## src/rtl/dm_pkg.sv

```systemverilog
// -----------------------------------------------------------------------------
// dm_pkg
// Shared definitions for the data-memory access path.
//   - access size codes carried on the ctrl fields (DM_BYTE .. DM_HALFU)
//   - arbiter FSM state type dm_arb_state_t
//   - dm_size(): byte count for a ctrl code, also used by load/store decode
// -----------------------------------------------------------------------------
package dm_pkg;

  localparam logic [2:0] DM_BYTE  = 3'b000;
  localparam logic [2:0] DM_HALF  = 3'b001;
  localparam logic [2:0] DM_WORD  = 3'b010;
  localparam logic [2:0] DM_BYTEU = 3'b100;
  localparam logic [2:0] DM_HALFU = 3'b101;

  typedef enum logic [1:0] {
    ST_IDLE   = 2'd0,
    ST_ACCESS = 2'd1,
    ST_RESP   = 2'd2
  } dm_arb_state_t;

  // Number of bytes touched by an access; 0 marks an illegal ctrl code.
  function automatic logic [2:0] dm_size(input logic [2:0] ctrl);
    case (ctrl)
      DM_BYTE, DM_BYTEU: dm_size = 3'd1;
      DM_HALF, DM_HALFU: dm_size = 3'd2;
      DM_WORD:           dm_size = 3'd4;
      default:           dm_size = 3'd0;
    endcase
  endfunction

endpackage

```

## src/rtl/dm_rr_pick.sv

```systemverilog
// -----------------------------------------------------------------------------
// dm_rr_pick
// Combinational two-way round-robin picker.
//   req[1:0]  in  - request valid per port
//   last      in  - port granted most recently
//   gnt_valid out - at least one request present
//   gnt_idx   out - chosen port; on a tie the port that did not win last time
// -----------------------------------------------------------------------------
module dm_rr_pick (
  input  logic [1:0] req,
  input  logic       last,
  output logic       gnt_valid,
  output logic       gnt_idx
);

  assign gnt_valid = |req;

  // NOTE: every output of a combinational block gets a default first, so no
  // path through the case can leave it unassigned and infer a latch.
  always_comb begin
    gnt_idx = 1'b0;
    case (req)
      2'b10:   gnt_idx = 1'b1;
      2'b11:   gnt_idx = ~last;
      default: gnt_idx = 1'b0;
    endcase
  end

endmodule

```

## src/rtl/dm_arbiter.sv

```systemverilog
// -----------------------------------------------------------------------------
// dm_arbiter
// Round-robin arbiter and access sequencer sharing the single data-memory port
// between the core load/store path (port 0) and the loader/DMA path (port 1).
// One access in flight: IDLE (grant + latch) -> ACCESS (memory driven, read
// data captured at the closing edge) -> RESP (one-cycle ack) -> IDLE.
//
// Optional feature macro: DM_ARB_ACCESS_CHECK_EN
//   When defined, each granted request is checked for misalignment, range
//   overflow against DM_BYTES and illegal ctrl codes; a faulting request skips
//   ACCESS and is acked with err=1. When undefined, err is tied to 0.
//
// Ports
//   clk, rst_n                     clock, asynchronous active-low reset
//   pN_req/we/addr/wdata/ctrl      request from port N (held until ack)
//   pN_ack, pN_rdata, pN_err       one-cycle completion, load data, reject
//   dm_addr/wdata/ctrl/wr_en       registered memory port
//   dm_rdata                       memory read data (updated on falling edge)
// -----------------------------------------------------------------------------
module dm_arbiter
  import dm_pkg::*;
#(
  parameter int ADDR_W   = 32,
  parameter int DM_BYTES = 4096
) (
  input  logic              clk,
  input  logic              rst_n,

  input  logic              p0_req,
  input  logic              p0_we,
  input  logic [ADDR_W-1:0] p0_addr,
  input  logic [31:0]       p0_wdata,
  input  logic [2:0]        p0_ctrl,
  output logic              p0_ack,
  output logic [31:0]       p0_rdata,
  output logic              p0_err,

  input  logic              p1_req,
  input  logic              p1_we,
  input  logic [ADDR_W-1:0] p1_addr,
  input  logic [31:0]       p1_wdata,
  input  logic [2:0]        p1_ctrl,
  output logic              p1_ack,
  output logic [31:0]       p1_rdata,
  output logic              p1_err,

  output logic [ADDR_W-1:0] dm_addr,
  output logic [31:0]       dm_wdata,
  output logic [2:0]        dm_ctrl,
  output logic              dm_wr_en,
  input  logic [31:0]       dm_rdata
);

  dm_arb_state_t     state;
  logic              last_gnt;
  logic              gnt_q;     // port owning the in-flight access
  logic [1:0]        ack_q;
  logic [1:0]        err_q;

  logic              pick_valid;
  logic              pick_idx;

  logic              sel_we;
  logic [ADDR_W-1:0] sel_addr;
  logic [31:0]       sel_wdata;
  logic [2:0]        sel_ctrl;
  logic              sel_fault;

  dm_rr_pick u_pick (
    .req       ({p1_req, p0_req}),
    .last      (last_gnt),
    .gnt_valid (pick_valid),
    .gnt_idx   (pick_idx)
  );

  // Fields of the port the picker chose this cycle.
  assign sel_we    = pick_idx ? p1_we    : p0_we;
  assign sel_addr  = pick_idx ? p1_addr  : p0_addr;
  assign sel_wdata = pick_idx ? p1_wdata : p0_wdata;
  assign sel_ctrl  = pick_idx ? p1_ctrl  : p0_ctrl;

`ifdef DM_ARB_ACCESS_CHECK_EN
  logic [2:0]      sel_size;
  logic            f_misalign;
  logic            f_range;
  logic            f_ctrl;
  logic [ADDR_W:0] sel_end;   // one extra bit so addr + size cannot wrap

  assign sel_size   = dm_size(sel_ctrl);
  assign f_ctrl     = (sel_size == 3'd0);
  assign f_misalign = ((sel_size == 3'd2) && sel_addr[0]) ||
                      ((sel_size == 3'd4) && (sel_addr[1:0] != 2'b00));
  assign sel_end    = {1'b0, sel_addr} + (ADDR_W+1)'(sel_size);
  assign f_range    = sel_end > (ADDR_W+1)'(DM_BYTES);
  assign sel_fault  = f_misalign | f_range | f_ctrl;

  assign p0_err = err_q[0];
  assign p1_err = err_q[1];
`else
  assign sel_fault = 1'b0;
  assign p0_err    = 1'b0;
  assign p1_err    = 1'b0;
`endif

  assign p0_ack = ack_q[0];
  assign p1_ack = ack_q[1];

  // NOTE: all state here is updated with non-blocking assignments so every
  // register samples values from before the edge, independent of statement
  // order; the asynchronous reset also clears the rdata holding registers so
  // the outputs are defined from the first cycle.
  always_ff @(posedge clk or negedge rst_n) begin
    if (!rst_n) begin
      state    <= ST_IDLE;
      last_gnt <= 1'b1;
      gnt_q    <= 1'b0;
      ack_q    <= 2'b00;
      err_q    <= 2'b00;
      dm_addr  <= '0;
      dm_wdata <= '0;
      dm_ctrl  <= 3'b000;
      dm_wr_en <= 1'b0;
      p0_rdata <= '0;
      p1_rdata <= '0;
    end else begin
      case (state)
        ST_IDLE: begin
          if (pick_valid) begin
            dm_addr  <= sel_addr;
            dm_wdata <= sel_wdata;
            dm_ctrl  <= sel_ctrl;
            last_gnt <= pick_idx;
            gnt_q    <= pick_idx;
            if (sel_fault) begin
              // Rejected access: straight to the response, memory untouched.
              ack_q[pick_idx] <= 1'b1;
              err_q[pick_idx] <= 1'b1;
              state           <= ST_RESP;
            end else begin
              dm_wr_en <= sel_we;
              state    <= ST_ACCESS;
            end
          end
        end

        ST_ACCESS: begin
          // The memory presented dm_rdata on the falling edge of this cycle.
          if (gnt_q) p1_rdata <= dm_rdata;
          else       p0_rdata <= dm_rdata;
          dm_wr_en     <= 1'b0;
          ack_q[gnt_q] <= 1'b1;
          state        <= ST_RESP;
        end

        ST_RESP: begin
          ack_q <= 2'b00;
          err_q <= 2'b00;
          state <= ST_IDLE;
        end

        default: begin
          dm_wr_en <= 1'b0;
          ack_q    <= 2'b00;
          err_q    <= 2'b00;
          state    <= ST_IDLE;
        end
      endcase
    end
  end

endmodule

```

## config.mk

```make
export PLATFORM = sky130hd
export DESIGN_NAME = dm_arbiter
export DESIGN_NICKNAME = d
export VERILOG_FILES = /design/src/rtl/dm_pkg.sv /design/src/rtl/dm_rr_pick.sv /design/src/rtl/dm_arbiter.sv
export SDC_FILE = /design/constraint.sdc
export NUM_CORES = 1
export LEC_CHECK = 0
export CAP_MARGIN = 15
export CORE_AREA = 4 4 135 137
export DETAILED_ROUTE_END_ITERATION = 16
export DIE_AREA = 0 0 139 141
export GPL_TIMING_DRIVEN = 0
export PLACE_DENSITY_LB_ADDON = 0.08
export SLEW_MARGIN = 40
export SYNTH_ARGS = -nofsm -noshare
export SYNTH_HDL_FRONTEND = slang
export SYNTH_SLANG_ARGS = --single-unit
```

## constraint.sdc

```tcl
create_clock -name clk -period 1.7 [get_ports clk]
set_clock_uncertainty 0.05 [all_clocks]
set_input_delay 0.425 -clock clk [delete_from_list [all_inputs] [get_ports clk]]
set_output_delay 0.425 -clock clk [all_outputs]
set_load 0.01 [all_outputs]
```

# ---- Yosys cells after proc, flatten, opt, wreduce, memory -nomap -nowiden
# Index checks and enable logic that the tools add are counted.
dict set report word_totals {
  ff_bits 138
  output_inout_bits 136
  inputBits 172
}
dict set report classes {
  eq_ne 5
  n_reduce_logical 7
  muxes 12
  bitwise 4
  magnitude_cmp 2
}
# operator count
set ops {}
lappend ops {{32-bit 2-to-1 mux} 2}
lappend ops {{2-bit case mux with 2 select lines} 2}
lappend ops {{2-bit AND reduction} 4}
lappend ops {{2-bit == test, second input constant} 3}
lappend ops {{1-bit case mux with 2 select lines} 2}
lappend ops {{1-bit 2-to-1 mux} 3}
lappend ops {{3-bit 2-to-1 mux} 1}
lappend ops {{1-bit NOT} 3}
lappend ops {{2-bit by 1-bit == test with 1-bit output, second input constant} 1}
lappend ops {{2-bit zero test} 1}
lappend ops {{1-bit by 2-bit < comparator with 1-bit output, second input constant} 1}
lappend ops {{2-bit 2-to-1 mux} 1}
lappend ops {{2-bit inequality test, second input constant} 1}
lappend ops {{2-bit OR} 1}
lappend ops {{2-bit OR reduction} 1}
lappend ops {{1-bit demux with 1-bit select} 1}
lappend ops {{1-bit >= comparator, second input constant} 1}
lappend ops {{1-bit logical AND} 1}

# ---- Longest topological paths before layout
# Gate-level depths: netlist (run 1).
dict set report depth {
  word_depth 6
  mapped_depth 6
}

# ---- By module
# Synthesis (run 1) repeated with hierarchy kept, for this count alone.
dict set report unflattened {
  cells_unflattened 455
  hier_area_um2 5730.5
}
# module cells_per_inst area_each_um2 seq_area_each_um2 instances
set by_module_without_submodules {}
lappend by_module_without_submodules {dm_arbiter 453 5716.7 3454.6 1}
lappend by_module_without_submodules {dm_rr_pick 2 13.8 0.0 1}

# ---- Worst setup path before layout (run 1)
# OpenSTA, ideal clock, no wires.
dict set report synth_timing {
  path_kind {reg2reg}
  start {reg last_gnt}
  end {reg dm_addr[23]}
  slack_ns -0.030
  path_stages_with_launch 7
  synth_period_minus_slack_ns 1.730
  path_buffers 3
  setup_time_ns 0.125
  arrival_time_ns 1.555
  path_cell_list {dfstp_2 > a21bo_1 > buf_6 > buf_6 > buf_6 > mux2_4 > mux2_4}
}
dict set report synth_between {
  elab_chain_len 3
}
# item line
set synth_lines {}
lappend synth_lines {{start: declaration} dm_arbiter.sv:55} ;# logic last_gnt;
lappend synth_lines {{start signal: assignment} dm_arbiter.sv:132} ;# last_gnt <= pick_idx;
lappend synth_lines {{1-bit NOT} dm_rr_pick.sv:24} ;# 2'b11: gnt_idx = ~last;
lappend synth_lines {{1-bit case mux with 2 select lines} dm_rr_pick.sv:22} ;# case (req)
lappend synth_lines {{32-bit 2-to-1 mux} dm_arbiter.sv:78} ;# assign sel_addr = pick_idx ? p1_addr : p0_addr;
lappend synth_lines {{end signal: assignment} dm_arbiter.sv:129} ;# dm_addr <= sel_addr;
lappend synth_lines {{end: declaration} dm_arbiter.sv:47} ;# output logic [ADDR_W-1:0] dm_addr,
# No other way between the ends.
# A chain may end at the register's enable or synchronous reset.

# ---- Worst setup path in the final report (run 1)
dict set report layout_timing {
  start {reg last_gnt}
  end {reg dm_addr[29]}
}
# Same word-level chain as after synthesis.

==> results of run 1 <==
[worst max-delay path by stage]
| stage | start | endpoint | slack, ns | cells after the start |
|---|---|---|---|---|
| after floorplan | last_gnt$_DFFE_PN1P_ | dm_addr[23]$_DFFE_PN0P_ | -0.01 | 6 |
| after CTS | last_gnt$_DFFE_PN1P_ | dm_addr[30]$_DFFE_PN0P_ | -0.14 | 6 |
| after global routing | last_gnt$_DFFE_PN1P_ | dm_addr[27]$_DFFE_PN0P_ | -0.16 | 6 |
| after detailed placement | p0_req | dm_wdata[21]$_DFFE_PN0P_ | -0.72 | 5 |
| final | last_gnt$_DFFE_PN1P_ | dm_addr[29]$_DFFE_PN0P_ | -0.11 | 6 |
| after global placement | rst_n | dm_addr[2]$_DFFE_PN0P_ | -5.36 | 1 |
[cell families after synthesis]
kind of cell / count (synthesis) / synth area share
multiplexers: 199 / 0.383
flip-flops: 138 / 0.575
buffers and inverters: 27 / 0.0258
AND/OR/NAND/NOR: 8 / 0.00729
AO/OA/AOI/OAI: 7 / 0.00854
other: 1 / 0.000624
[metal layers]
metal / GRT usage / up-vias
met5: 0 / -
met4: 0.0680 / 2
met3: 0.0736 / 25
met2: 0.315 / 183
met1: 0.205 / 2219
li1: - / 2047
[worst reg2reg max path: stages, from the launching register on]
cell,delay (ns)
dfstp_2,0.54
a21bo_4,0.16
buf_12,0.13
buf_12,0.13
clkbuf_16,0.15
mux2_4,0.29
mux2_4,0.25
[layout by cell type, fill, tap and decap left out, drive strengths merged, types with 3 or more instances in the layout]
cell type / count
clkbuf: 25
dfrtp: 137
mux2: 199
clkinvlp: 5
clkinv: 6
nor2: 3
buf: 36
diode: 3
dlygate4sd2: 136
clkdlybuf4s50: 168
inv: 3
[report_power, final]
| group | internal (mW) | switching, mW |
|---|---|---|
| clock network | 2.03 | 1.35 |
| registers | 5.01 | 0.840 |
| logic | 4.99 | 3.44 |
[stage by stage]
| step | hold WS, ns | cell area [µm²] | util |
|---|---|---|---|
| after global routing | 0.319 | 10500 | 0.615 |
| after detailed placement | 0.346 | 9380 | 0.550 |
| after floorplan | 0.0794 | 6020 | - |
| final | 0.326 | 10500 | 0.615 |
| after CTS | 0.280 | 10300 | 0.602 |
| after global placement | 0.413 | 9350 | 0.548 |
[repair_timing]
| action | 4_1_cts | 5_1_grt |
|---|---|---|
| setup buffers | 8 | 4 |
| gates cloned | 2 | 4 |
| hold buffers | 1 | 0 |
| endpoints found under the hold margin | 62 | 0 |
| endpoints found under the setup margin | 232 | 118 |
| pin swaps | 0 | 1 |
| gates resized for setup | 233 | 36 |
[cell type report]
type | count | share of cell area
Sequential cell | 138 | 0.330
Timing Repair Buffer | 324 | 0.304
Multi-Input combinational cell | 216 | 0.264
Clock buffer | 20 | 0.0426
Tap cell | 225 | 0.0269
Buffer | 22 | 0.0214
Clock inverter | 12 | 0.00967
Inverter | 3 | 0.00107
Antenna cell | 3 | 0.000716
[flip-flops by register name (all words and copies together), names as in the netlist]
name	flops
last_gnt	1
dm_addr	32
dm_ctrl	3
dm_wdata	32
dm_wr_en	1
p0_rdata	32
ack_q	2
p1_rdata	32
state	2
gnt_q	1
==> impl_metrics.xml, run 1 <==
<?xml version="1.0" encoding="UTF-8"?>
<metrics>
  <group name="timing">
    <metric name="grt_setup_unrepaired" unit="">yes</metric>
    <metric name="final-hold-violation-count" unit="">0</metric>
    <metric name="post-route-worst-setup-slack" unit="ns">-0.113</metric>
    <metric name="setup_violations" unit="">68</metric>
    <metric name="min_period" unit="ns">1.81</metric>
    <metric name="fmaxAchievable" unit="MHz">552</metric>
    <metric name="timing_max_transition_violations_final" unit="">0</metric>
    <metric name="post-route-period-util" unit="">1.07</metric>
    <metric name="setup_total_negative_slack" unit="ns">-3.94</metric>
  </group>
  <group name="synth">
    <metric name="syn-cell-area" unit="mm²">0.00601</metric>
    <metric name="synth_top_area_cell" unit="">dfrtp_1</metric>
    <metric name="dominantRegCellSynth" unit="">dfrtp_1</metric>
    <metric name="synth_top_area_share" unit="">0.570</metric>
    <metric name="synth_async_sr_flop_share" unit="">1.00</metric>
    <metric name="yosys.cell_count.top_type" unit="">mux2_2</metric>
    <metric name="synth.top_cells.by_count" unit="">mux2_2 (183), dfrtp_1 (137), buf_2 (19)</metric>
    <metric name="yosys_warnings" unit="">0</metric>
    <metric name="yosysSeqAreaShare" unit="">0.575</metric>
    <metric name="post_synth.cell_area_avg" unit="µm²">15.8</metric>
    <metric name="synth-edff-count" unit="">0</metric>
    <metric name="yosys.cell_types.count" unit="">22</metric>
    <metric name="postSynthRegisterBits" unit="">138</metric>
    <metric name="netlist_instances" unit="">380</metric>
    <metric name="synth.top_cells.by_area" unit="">dfrtp_1 (57%), mux2_2 (34%), mux2_4 (4.0%), buf_2 (1.6%), buf_6 (0.56%)</metric>
  </group>
  <group name="detailed_routing">
    <metric name="vias" unit="">4476</metric>
    <metric name="remaining_drc_errors" unit="">0</metric>
    <metric name="avgViaCountPerCell" unit="">4.65</metric>
    <metric name="wl_met1" unit="µm">7200</metric>
    <metric name="top_layer" unit="">met5</metric>
    <metric name="detail_route.first_pass.iterations" unit="">4</metric>
    <metric name="routed_wirelength" unit="µm">18600</metric>
    <metric name="avgRoutedWirePerCell" unit="µm">19.3</metric>
    <metric name="met3_wirelength" unit="µm">1460</metric>
    <metric name="antenna_violation_net_count_after_detailed_routing" unit="">0</metric>
    <metric name="drt_first_iter_violations" unit="">113</metric>
    <metric name="met2_layer_wire_length_in_the_routed_design" unit="µm">9540</metric>
  </group>
  <group name="setup_path">
    <metric name="path_class" unit="">reg2reg</metric>
    <metric name="critical_path_slowest_stage_cell" unit="">dfstp_2</metric>
    <metric name="reg2reg_to" unit="">dm_addr[29]$_DFFE_PN0P_</metric>
    <metric name="sum_of_buffers_and_inverters_on_the_critical_path" unit="">3</metric>
    <metric name="timing.reg2reg.worst_path_depth" unit="">6</metric>
    <metric name="cp_slowest_stage_delay" unit="ns">0.54</metric>
    <metric name="cp-end-kind" unit="">flip-flop</metric>
    <metric name="list_of_cells_traversed_by_the_critical_path" unit="">a21bo_4 &gt; buf_12 &gt; buf_12 &gt; clkbuf_16 &gt; mux2_4 &gt; mux2_4</metric>
    <metric name="r2r_slack" unit="ns">-0.11</metric>
    <metric name="critPathLaunchType" unit="">flip-flop</metric>
    <metric name="timing.critical_path.max_delay_family" unit="">flip-flops</metric>
    <metric name="worst-path-max-fanout" unit="">6</metric>
    <metric name="r2r-start" unit="">last_gnt$_DFFE_PN1P_</metric>
    <metric name="required" unit="ns">1.94</metric>
    <metric name="worst_ep_arrival_time" unit="ns">2.05</metric>
  </group>
  <group name="placement">
    <metric name="post-dp-hpwl" unit="µm">13600</metric>
    <metric name="routabilityCongestion" unit="">0.865</metric>
    <metric name="port_buffers" unit="">305</metric>
    <metric name="dp_worst_setup_slack" unit="ns">-0.720</metric>
    <metric name="placedCellCount" unit="">912</metric>
  </group>
  <group name="power_and_ir_drop">
    <metric name="total_leakage_power" unit="nW">4.85</metric>
    <metric name="power" unit="mW">17.7</metric>
    <metric name="irDropWorstVdd" unit="mV">0.805</metric>
    <metric name="power_density" unit="mW/mm²">1690</metric>
  </group>
  <group name="final_layout">
    <metric name="layout.filler_cells" unit="">1382</metric>
    <metric name="multi_input_area" unit="mm²">0.00276</metric>
    <metric name="seqCellArea" unit="mm²">0.00346</metric>
    <metric name="share_of_layout_cells_above_drive_strength_1" unit="">0.377</metric>
    <metric name="layoutNonFillerInstCount" unit="">963</metric>
    <metric name="flow.area_growth_from_synthesis" unit="%">74.5</metric>
    <metric name="fin_nets" unit="">894</metric>
  </group>
  <group name="hold_path">
    <metric name="hold-path-endpoint" unit="">last_gnt$_DFFE_PN1P_</metric>
    <metric name="hold_path_depth" unit="">2</metric>
    <metric name="worst_hold_startpoint" unit="">p0_req</metric>
    <metric name="hold_path.class" unit="">in2reg</metric>
  </group>
  <group name="die">
    <metric name="fp.dieArea" unit="mm²">0.0196</metric>
    <metric name="floorplan.die.width" unit="µm">139</metric>
    <metric name="die_h" unit="µm">141</metric>
    <metric name="floorplan.initialDensity" unit="">0.352</metric>
    <metric name="top_level_ports" unit="">308</metric>
    <metric name="core-area" unit="mm²">0.0171</metric>
    <metric name="rows" unit="">48</metric>
  </group>
  <group name="run">
    <metric name="drv.max_cap_violation_count" unit="">0</metric>
  </group>
  <group name="cts">
    <metric name="clock_sinks" unit="">138</metric>
    <metric name="clock_insertion_delay_worst_skew" unit="ns">0.41</metric>
    <metric name="clk_pin_slew" unit="ns">0.06</metric>
    <metric name="clock_tree_from_tritoncts" unit="">yes</metric>
    <metric name="clock_tree.htree_level_count" unit="">4</metric>
    <metric name="clk_root_buffer_cell" unit="">clkbuf_16</metric>
    <metric name="cts_buffer_depth" unit="">2</metric>
    <metric name="numCtsBuffers" unit="">17</metric>
  </group>
  <group name="global_routing">
    <metric name="number_of_antenna_violations_at_the_first_check_in_global_routing" unit="">3</metric>
    <metric name="grt_start_max_net_pins" unit="">77</metric>
    <metric name="first_global_vias" unit="">4976</metric>
    <metric name="global_route_wire_length_before_repair" unit="µm">28100</metric>
    <metric name="overflow" unit="">0</metric>
    <metric name="grt.total_usage" unit="">0.183</metric>
  </group>
  <group name="status">
    <metric name="run_status" unit="">finished with violations</metric>
    <metric name="failing_checks" unit="">negative setup slack</metric>
  </group>
</metrics>
Note: power is estimated with default switching activity, not from simulation.
==> inputs of run 2 (changes only) <==
- CORE_AREA: 4 4 135 137 -> 4 4 158 114
- CTS_BUF_LIST: unset -> sky130_fd_sc_hd__clkbuf_8
- DIE_AREA: 0 0 139 141 -> 0 0 162 118
==> run 2 against run 1 <==
- the run still ends with negative setup slack left
- combinational power up 3.2%
- hold slack better by 0.10 ns
- core utilization up 3.2 points
- via count unchanged
- sequential cell count unchanged
- sequential power about the same
- setup slack worse by 0.063 ns
- total power about the same
- count of clock-buffer cells in the layout unchanged
- design area up 0.49%
==> impl_metrics.xml, run 2 (same netlist as run 1, synthesis figures left out) <==
<?xml version="1.0" encoding="UTF-8"?>
<metrics>
  <group name="final_layout">
    <metric name="final_cell_mix" unit="">clkdlybuf4s50_1 (169), dfrtp_1 (136), dlygate4sd2_1 (135)</metric>
    <metric name="share_of_layout_cells_above_drive_strength_1" unit="">0.379</metric>
    <metric name="layout.cells.most_common" unit="">clkdlybuf4s50_1</metric>
    <metric name="layoutNonFillerInstCount" unit="">965</metric>
    <metric name="finalInstanceArea" unit="mm²">0.0105</metric>
    <metric name="fin_nets" unit="">898</metric>
    <metric name="flow.area_growth_from_synthesis" unit="%">75.3</metric>
    <metric name="post-route-util" unit="">0.646</metric>
  </group>
  <group name="detailed_routing">
    <metric name="avgViaCountPerCell" unit="">4.64</metric>
    <metric name="vias" unit="">4476</metric>
    <metric name="drt_first_iter_violations" unit="">143</metric>
    <metric name="remaining_drc_errors" unit="">0</metric>
    <metric name="routed_wirelength" unit="µm">18800</metric>
    <metric name="antenna_violation_net_count_after_detailed_routing" unit="">0</metric>
    <metric name="detail_route.first_pass.iterations" unit="">4</metric>
    <metric name="avgRoutedWirePerCell" unit="µm">19.4</metric>
  </group>
  <group name="setup_path">
    <metric name="worst_ep_arrival_time" unit="ns">2.14</metric>
    <metric name="required" unit="ns">1.97</metric>
    <metric name="timing.critical_path.max_delay_family" unit="">buffers and inverters</metric>
    <metric name="cp-end-kind" unit="">flip-flop</metric>
    <metric name="worst-path-max-fanout" unit="">5</metric>
    <metric name="critPathLaunchType" unit="">input port</metric>
    <metric name="path_class" unit="">in2reg</metric>
    <metric name="list_of_cells_traversed_by_the_critical_path" unit="">clkdlybuf4s50_1 &gt; a21bo_4 &gt; buf_12 &gt; buf_12 &gt; clkbuf_16 &gt; mux2_4 &gt; mux2_4</metric>
    <metric name="cp_slowest_stage_delay" unit="ns">0.47</metric>
    <metric name="sum_of_buffers_and_inverters_on_the_critical_path" unit="">4</metric>
    <metric name="critical_path_slowest_stage_cell" unit="">clkdlybuf4s50_1</metric>
  </group>
  <group name="global_routing">
    <metric name="grt.total_usage" unit="">0.190</metric>
    <metric name="grt_start_max_net_pins" unit="">77</metric>
    <metric name="global_route.peak_usage_layer" unit="">met2</metric>
    <metric name="grtUsageMet2" unit="">0.337</metric>
    <metric name="first_global_vias" unit="">5039</metric>
    <metric name="number_of_antenna_violations_at_the_first_check_in_global_routing" unit="">1</metric>
    <metric name="overflow" unit="">0</metric>
    <metric name="global_route_wire_length_before_repair" unit="µm">28500</metric>
    <metric name="grt_util_met1" unit="">0.218</metric>
    <metric name="grtUsageMet3" unit="">0.0606</metric>
  </group>
  <group name="die">
    <metric name="core-area" unit="mm²">0.0163</metric>
    <metric name="fp.dieArea" unit="mm²">0.0191</metric>
    <metric name="top_level_ports" unit="">308</metric>
    <metric name="floorplan.initialDensity" unit="">0.369</metric>
    <metric name="die_h" unit="µm">118</metric>
    <metric name="rows" unit="">39</metric>
    <metric name="floorplan.die.width" unit="µm">162</metric>
  </group>
  <group name="timing">
    <metric name="post-route-period-util" unit="">1.10</metric>
    <metric name="grt_setup_unrepaired" unit="">yes</metric>
    <metric name="fin_hold_ws" unit="ns">0.428</metric>
    <metric name="min_period" unit="ns">1.88</metric>
    <metric name="setup_violations" unit="">68</metric>
    <metric name="fmaxAchievable" unit="MHz">533</metric>
    <metric name="timing_max_transition_violations_final" unit="">0</metric>
    <metric name="final-hold-violation-count" unit="">0</metric>
    <metric name="post-route-worst-setup-slack" unit="ns">-0.176</metric>
  </group>
  <group name="cts">
    <metric name="cts_buffer_depth" unit="">2</metric>
    <metric name="clock_insertion_delay_worst_skew" unit="ns">0.43</metric>
    <metric name="clk_root_buffer_cell" unit="">clkbuf_8</metric>
    <metric name="clock_sinks" unit="">138</metric>
    <metric name="numCtsBuffers" unit="">17</metric>
    <metric name="clk_pin_slew" unit="ns">0.07</metric>
    <metric name="clock_tree_from_tritoncts" unit="">yes</metric>
    <metric name="clock_tree.htree_level_count" unit="">4</metric>
  </group>
  <group name="status">
    <metric name="failing_checks" unit="">negative setup slack</metric>
    <metric name="run_status" unit="">finished with violations</metric>
  </group>
  <group name="power_and_ir_drop">
    <metric name="power.combinational.fraction" unit="">0.493</metric>
    <metric name="total_leakage_power" unit="nW">4.95</metric>
    <metric name="pwr-share-seq" unit="">0.331</metric>
    <metric name="cell_internal_pwr" unit="mW">12.0</metric>
    <metric name="power_switching" unit="mW">5.62</metric>
    <metric name="power_density" unit="mW/mm²">1680</metric>
    <metric name="clockPowerShare" unit="">0.177</metric>
    <metric name="power" unit="mW">17.7</metric>
    <metric name="sw_share" unit="">0.318</metric>
    <metric name="irDropWorstVdd" unit="mV">1.14</metric>
  </group>
  <group name="placement">
    <metric name="routabilityCongestion" unit="">0.758</metric>
    <metric name="post-dp-hpwl" unit="µm">13400</metric>
    <metric name="placedCellCount" unit="">912</metric>
    <metric name="placedInstanceArea" unit="mm²">0.00938</metric>
    <metric name="port_buffers" unit="">305</metric>
  </group>
  <group name="hold_path">
    <metric name="hold_path.class" unit="">in2reg</metric>
  </group>
  <group name="run">
    <metric name="drv.max_cap_violation_count" unit="">0</metric>
  </group>
</metrics>
==> run 2: cell types whose count changed in the layout (fill, tap and decap cells not counted), moves of 5 or more <==
cell,change
buf_8,+6
clkbuf_4,+5
buf_2,-5
mux2_2,-24
clkbuf_16,-18
mux2_4,+24
clkbuf_8,+19
==> run 2: worst paths after layout <==
kind	startpoint	to	slack [ns]	cells past startpoint
worst min register to register	ack_q[0]$_DFFE_PN0N_	ack_q[0]$_DFFE_PN0N_	0.44	1
max in group asynchronous	rst_n	last_gnt$_DFFE_PN1P_	0.39	3
worst max register to register	last_gnt$_DFFE_PN1P_	dm_wdata[2]$_DFFE_PN0P_	-0.13	6
worst min-delay path	p1_req	last_gnt$_DFFE_PN1P_	0.43	3
min in group asynchronous	rst_n	dm_wdata[0]$_DFFE_PN0P_	0.45	2
worst max-delay path	p0_req	dm_addr[26]$_DFFE_PN0P_	-0.18	7
==> run 2: routing by layer <==
metal  up-vias  share of wire
li1       2042              -
met1      2245           0.40
met2       174           0.51
met3        15          0.076
met4         0          0.012
met5         -              0
==> run 2: timing repair <==
item / 4_1_cts / 5_1_grt
hold endpoints to repair: 62 / 0
cloned: 4 / 3
hold buffers: 1 / 0
setup buffers: 14 / 3
endpoints found under the setup margin: 232 / 104
gates resized for setup: 270 / 37
pin swaps: 1 / 1
==> run 2: power by group through the flow <==
stage                     clock (mW)  combinational [mW]  sequential, mW
after floorplan                    0                3.14            6.65
after global placement             0                8.50            5.84
after detailed placement           0                8.64            5.94
after CTS                       3.21                8.57            5.84
after global routing            3.32                9.21            6.07
final                           3.12                8.70            5.84
==> run 2: cell type report <==
class                   count  area (µm²)
fillers                  1241        5760
diodes                      1        2.50
clock buffers              20         275
inverters                   3        11.3
well taps                 225         282
multi-input cells         216        2850
flip-flops and latches    138        3460
repair buffers            329        3240
plain buffers              21         219
clock inverters            12         195
==> run 2: worst min-delay path, stage by stage <==
cell and delay (ns):
dlygate4sd2_1 0.27, a21oi_1 0.15, a31oi_1 0.06
==> run 2: stage by stage <==
| step | TNS (ns) | setup slack [ns] |
|---|---|---|
| after floorplan | -0.114 | -0.0143 |
| after global placement | -766.27 | -5.23 |
| after detailed placement | -51.13 | -0.716 |
| after CTS | -6.82 | -0.155 |
| after global routing | -9.16 | -0.192 |
| final | -7.60 | -0.176 |
